<file path="config.mk">
export PLATFORM = sky130hd
export DESIGN_NAME = thermo_pool_acc
export DESIGN_NICKNAME = d
export VERILOG_FILES = /design/src/rtl/thermo_pool_pkg.sv /design/src/rtl/pix_to_thermo.sv /design/src/rtl/thermo_pool_acc.sv
export SDC_FILE = /design/constraint.sdc
export NUM_CORES = 1
export LEC_CHECK = 0
export CORE_MARGIN = 1.5
export CORE_UTILIZATION = 33
export DETAILED_ROUTE_END_ITERATION = 10
export DONT_BUFFER_PORTS = 1
export MAX_ROUTING_LAYER = met4
export PLACE_DENSITY_LB_ADDON = 0.25
export SLEW_MARGIN = 20
export SYNTH_ARGS = -nofsm -noshare
export SYNTH_HDL_FRONTEND = slang
export SYNTH_SLANG_ARGS = --single-unit
</file>
<file path="constraint.sdc">
create_clock -name clk -period 1.4 [get_ports clk]
set_input_delay 0.21 -clock clk [delete_from_list [all_inputs] [get_ports clk]]
set_output_delay 0.21 -clock clk [all_outputs]
set_load 0.005 [all_outputs]
</file>
<file path="src/rtl/thermo_pool_pkg.sv">
// Shared types and widths for the thermometer-coded pooling datapath.
// Downstream thermometer stages reuse these definitions.
package thermo_pool_pkg;

  localparam int THERMO_W = 15;
  localparam int PIX_W    = 4;

  typedef enum logic {
    ST_ACCUM = 1'b0,
    ST_HOLD  = 1'b1
  } pool_state_e;

  typedef enum logic {
    MODE_MAX = 1'b0,
    MODE_MIN = 1'b1
  } pool_mode_e;

  // On thermometer codes, OR is max and AND is min.
  function automatic logic [THERMO_W-1:0] pool_fold(
    input logic [THERMO_W-1:0] acc,
    input logic [THERMO_W-1:0] thermo,
    input pool_mode_e          mode
  );
    return (mode == MODE_MIN) ? (acc & thermo) : (acc | thermo);
  endfunction

endpackage

</file>
<file path="src/rtl/pix_to_thermo.sv">
// Combinational pixel-to-thermometer encoder: bit i is set when the pixel exceeds i.
// Kept standalone so later thermometer stages can share it.
module pix_to_thermo
  import thermo_pool_pkg::*;
(
  input  logic [PIX_W-1:0]    i_pix,
  output logic [THERMO_W-1:0] o_thermo
);

  always_comb begin
    o_thermo = '0;
    for (int i = 0; i < THERMO_W; i++) begin
      o_thermo[i] = (i_pix > PIX_W'(i));
    end
  end

endmodule

</file>
<file path="src/rtl/thermo_pool_acc.sv">
// Pools WINDOW pixels into one thermometer-coded max or min, then holds the
// result under a valid/ready handshake before accepting the next window.
module thermo_pool_acc
  import thermo_pool_pkg::*;
#(
  parameter int WINDOW = 4
) (
  input  logic                clk,
  input  logic                rst_n,
  input  logic                in_valid,
  output logic                in_ready,
  input  logic [PIX_W-1:0]    in_pixel,
  input  logic                pool_mode,
  input  logic                flush,
  output logic                out_valid,
  input  logic                out_ready,
  output logic [THERMO_W-1:0] out_thermo
);

  localparam int                CNT_W      = $clog2(WINDOW + 1);
  localparam logic [CNT_W-1:0]  CNT_PENULT = CNT_W'(WINDOW - 1);

  pool_state_e           r_state;
  pool_state_e           w_state_nxt;
  logic [CNT_W-1:0]      r_cnt;
  logic [THERMO_W-1:0]   r_acc;
  pool_mode_e            r_mode;
  logic                  r_rdy_arm;
  logic [THERMO_W-1:0]   w_thermo;
  logic                  w_take;
  logic                  w_last;

  pix_to_thermo u_enc (
    .i_pix    (in_pixel),
    .o_thermo (w_thermo)
  );

  // Flush wins over a simultaneous pixel, so that pixel is dropped.
  assign w_take = in_valid & in_ready & ~flush;
  assign w_last = w_take & (r_cnt == CNT_PENULT);

  always_ff @(posedge clk or negedge rst_n) begin
    if (!rst_n) begin
      r_state <= ST_ACCUM;
    end else begin
      r_state <= w_state_nxt;
    end
  end

  always_comb begin
    w_state_nxt = r_state;
    case (r_state)
      ST_ACCUM: if (w_last)    w_state_nxt = ST_HOLD;
      ST_HOLD:  if (out_ready) w_state_nxt = ST_ACCUM;
      default:                 w_state_nxt = ST_ACCUM;
    endcase
  end

  // in_ready stays low until the first edge after reset release.
  always_comb begin
    in_ready   = (r_state == ST_ACCUM) & r_rdy_arm;
    out_valid  = (r_state == ST_HOLD);
    out_thermo = out_valid ? r_acc : '0;
  end

  always_ff @(posedge clk or negedge rst_n) begin
    if (!rst_n) begin
      r_rdy_arm <= 1'b0;
      r_cnt     <= '0;
      r_acc     <= '0;
      r_mode    <= MODE_MAX;
    end else begin
      r_rdy_arm <= 1'b1;
      case (r_state)
        ST_ACCUM: begin
          if (flush) begin
            r_cnt <= '0;
            r_acc <= '0;
          end else if (w_take) begin
            if (r_cnt == '0) begin
              r_acc  <= w_thermo;
              r_mode <= pool_mode_e'(pool_mode);
            end else begin
              r_acc <= pool_fold(r_acc, w_thermo, r_mode);
            end
            r_cnt <= r_cnt + 1'b1;
          end
        end
        ST_HOLD: begin
          if (out_ready) begin
            r_cnt <= '0;
            r_acc <= '0;
          end
        end
        default: begin
          r_cnt <= '0;
          r_acc <= '0;
        end
      endcase
    end
  end

endmodule
</file>
==> results_tabular.tex <==
\begin{tabular}{lr}
\hline
Metric & Value \\
\hline
\multicolumn{2}{l}{\textbf{Clocking}} \\
\quad Number of CTS-inserted buffers & 3 \\
\quad CTS tree & yes \\
\quad Clk Tree Root Cell & clkbuf\_8 \\
\quad Clock buffer depth & 2 \\
\quad Clock H-tree levels & 1 \\
\quad Worst-Skew Late Latency & 0.27 ns \\
\quad Sink Count & 21 \\
\quad Clock-pin slew of the registers on the worst-case setup and hold paths & 0.08 ns \\
\multicolumn{2}{l}{\textbf{Synth}} \\
\quad Per-instance average area after synthesis & 9.02 µm² \\
\quad Number of flops mapped to enable cells by yosys & 0 \\
\quad Cell variety after synth & 42 \\
\quad Sequential fraction of the synthesis area & 0.399 \\
\quad Count of yosys warnings during synthesis & 0 \\
\quad Combined area of all synthesized cells & 1320 µm² \\
\quad Mapped Nets & 159 \\
\quad Yosys reg bits & 21 \\
\quad Fraction of registers with async set or reset after synthesis & 1.00 \\
\quad Cells after Synth & 146 \\
\quad Ys flop type & dfrtp\_1 \\
\multicolumn{2}{l}{\textbf{Route}} \\
\quad Violation count after the first detailed-routing iteration & 41 \\
\quad Number of detailed-route iterations in the first pass & 4 \\
\quad Via count & 1,214 \\
\quad DRC violation count after routing & 0 \\
\quad Count of nets left with antenna violations after detail routing & 0 \\
\quad Post-DR wirelength/cell & 17.6 µm \\
\quad Vias per cell & 5.67 \\
\quad Total wire length & 3770 µm \\
\multicolumn{2}{l}{\textbf{Worst setup path}} \\
\quad Arrival time of data at the critical path endpoint & 1.76 ns \\
\quad Crit-path max FO & 2 \\
\quad Startpoint of the most critical setup path & r\_cnt[1] \\
\quad Type of element capturing the critical path & register \\
\quad Sort of element at the start of the critical path & register \\
\quad Data required, critical path & 1.60 ns \\
\quad Startpoint of the most critical register-to-register path & r\_cnt[1] \\
\quad Crit Path Category & reg -> reg \\
\multicolumn{2}{l}{\textbf{Timing}} \\
\quad Highest Clock Rate & 0.641 GHz \\
\quad Final-layout worst hold slack & 0.0883 ns \\
\quad Count of final hold-check violations & 0 \\
\quad Clock tree skew after final layout & 0.00299 ns \\
\quad Final critical-path share of the clock period & 1.11 \\
\quad Min Tclk post-route & 1.56 ns \\
\quad Setup ws final & -0.159 ns \\
\quad Number of max-slew violations in the final report & 0 \\
\quad Unrepaired setup endpoints after global routing & yes \\
\quad Final count of negative-setup-slack endpoints & 17 \\
\multicolumn{2}{l}{\textbf{Floorplanning}} \\
\quad Initial Utilization & 0.352 \\
\quad Die span in y & 66.2 µm \\
\quad Die Span X & 66.2 µm \\
\quad Standard-cell rows & 22 \\
\quad Overall die area & 4380 µm² \\
\quad Number of placed I/O pins & 27 \\
\quad Core ar. & 3740 µm² \\
\multicolumn{2}{l}{\textbf{Place}} \\
\quad HPWL reported at the end of detailed placement & 2400 µm \\
\quad Placed Instances & 202 \\
\quad Count of buffers inserted at the top-level ports & 0 \\
\quad Final weighted congestion of routability-driven global placement & 0.811 \\
\multicolumn{2}{l}{\textbf{Flow run}} \\
\quad Reported max-cap violation count & 0 \\
\multicolumn{2}{l}{\textbf{Cells and area}} \\
\quad Final core utilization & 0.472 \\
\quad Antenna Diode Count & 0 \\
\quad Post-synthesis to final-layout area growth & 34.2\% \\
\quad Post-layout net count & 180 \\
\quad Fraction of final layout cells sized beyond drive strength 1 & 0.464 \\
\quad Number of standard cells in the final layout excluding fillers & 214 \\
\quad Layout filler cell count & 364 \\
\multicolumn{2}{l}{\textbf{GRT}} \\
\quad Aggregate global-route resource usage & 0.185 \\
\quad Largest net degree at the start of global routing & 22 \\
\quad Initial antenna violation count & 0 \\
\quad First-pass GRT wire length & 5950 µm \\
\quad Number of global-route vias before repair & 1,156 \\
\quad Total congestion overflow & 0 \\
\multicolumn{2}{l}{\textbf{Pwr}} \\
\quad Worst voltage drop across the vdd grid & 1.22 mV \\
\quad Final Power & 2.91 mW \\
\quad Leakage power & 0.734 nW \\
\quad Total power divided by cell area & 1650 nW/µm² \\
\multicolumn{2}{l}{\textbf{Run status}} \\
\quad Status & finished, violations left \\
\quad Violations in the final reports & setup timing \\
\multicolumn{2}{l}{\textbf{Worst hold path}} \\
\quad Class of the worst hold path & in -> reg \\
\quad Hold Path Origin & pool\_mode \\
\hline
\end{tabular}
[worst max-delay path, stage by stage (launching register included)]
cell and delay [ns]:
dfrtp_1 0.40, buf_4 0.14, ha_2 0.19, ha_4 0.21, or4_4 0.48, o21ai_2 0.07
[per-layer routing]
metal	vias up	share of wire	wire, µm	track usage
li1	560	-	-	-
met3	4	0.027	100	0.0221
met2	32	0.50	1880	0.299
met5	-	0	0	-
met1	618	0.47	1760	0.249
met4	0	0.0072	27	0.0485
[worst paths after layout]
path | cells past startpoint | endpoint | slack, ns
min | 1 | r_mode | 0.09
min reg2reg | 2 | r_acc[9] | 0.54
max reg2reg | 5 | r_cnt[2] | -0.16
max | 5 | r_cnt[2] | -0.16
max in group asynchronous | 2 | out_valid | 0.58
min in group asynchronous | 2 | r_acc[5] | 0.46
[through the flow]
stage,cell area (µm²),setup WS [ns],TNS (ns)
after floorplan,1330,-0.0148,-0.0386
after global placement,1470,-0.107,-1.02
after detailed placement,1470,-0.155,-1.77
after CTS,1640,-0.0884,-0.566
after global routing,1770,-0.208,-2.61
final,1770,-0.159,-1.22
[what timing repair did]
action                                  CTS  global route
pin swaps                                13             8
gates resized for setup                  25            29
setup buffers                             1             5
endpoints found under the setup margin   28            19
endpoints found under the hold margin    21            21
cloned                                    1             0
hold buffers                              1             1
[cells by family (layout without fill, tap and decap cells)]
logic type	count (synthesis)	count (layout)	share of synthesized area
mux	3	3	0.0247
fa+ha+maj	3	3	0.0285
simple gates	56	56	0.238
other cells	1	1	0.00285
flops	21	21	0.399
buf+inv	12	31	0.0446
compound gates	50	51	0.262
[state kept, by name (all words and copies together), names as in the netlist]
signal / cells
out_valid: 1
r_acc: 15
r_cnt: 3
r_mode: 1
r_rdy_arm: 1
[Yosys cell counts (all sizes together), types with 2 or more instances]
master | instances | area share
dfrtp | 21 | 0.40
mux2 | 2 | 0.017
nor2 | 4 | 0.011
clkbuf | 2 | 0.0057
nand3 | 3 | 0.011
or2 | 3 | 0.014
o21ai | 12 | 0.046
a21o | 2 | 0.013
nor2b | 3 | 0.014
o21a | 3 | 0.017
ha | 3 | 0.028
nand2 | 16 | 0.047
inv | 4 | 0.011
a211o | 2 | 0.013
a211oi | 3 | 0.030
and2 | 19 | 0.090
a31oi | 2 | 0.0095
a32oi | 2 | 0.013
buf | 6 | 0.028
o22ai | 2 | 0.0095
o211ai | 3 | 0.021
a21oi | 15 | 0.057
nand2b | 3 | 0.020
[power breakdown]
| part | total [mW] | switching [mW] | internal, mW |
|---|---|---|---|
| registers | 0.903 | 0.152 | 0.751 |
| clock network | 0.424 | 0.221 | 0.204 |
| logic | 1.58 | 0.763 | 0.822 |
[area by class of cell]
cell class                      instances  area [µm²]  share of cell area
Clock buffer                            4        45.0              0.0255
Inverter                                4        15.0             0.00849
Multi-Input combinational cell        114         926               0.524
Sequential cell                        21         527               0.298
Tap cell                               48        60.1              0.0340
Timing Repair Buffer                   23         195               0.110
[layout by cell type, fill, tap and decap left out, types with 2 or more instances in the layout]
| cell type | n |
|---|---|
| dfrtp_1 | 20 |
| buf_4 | 16 |
| nand2_1 | 11 |
| and2_4 | 10 |
| a21oi_1 | 10 |
| and2_1 | 8 |
| o21ai_1 | 6 |
| nand2_2 | 5 |
| a21oi_2 | 5 |
| buf_6 | 4 |
| inv_2 | 3 |
| nor2_1 | 3 |
| or2_1 | 3 |
| o21ai_0 | 3 |
| o21a_1 | 3 |
| o21ai_2 | 3 |
| clkbuf_8 | 3 |
| nand2b_4 | 2 |
| nor2b_1 | 2 |
| o22ai_2 | 2 |
| a211oi_4 | 2 |
| o211ai_1 | 2 |
| o211ai_4 | 2 |
| mux2_2 | 2 |
| nand3_2 | 2 |
| a21o_2 | 2 |
| a32oi_1 | 2 |
| a31oi_1 | 2 |
| ha_4 | 2 |
No activity file was read; power rests on OpenSTA's default activity.
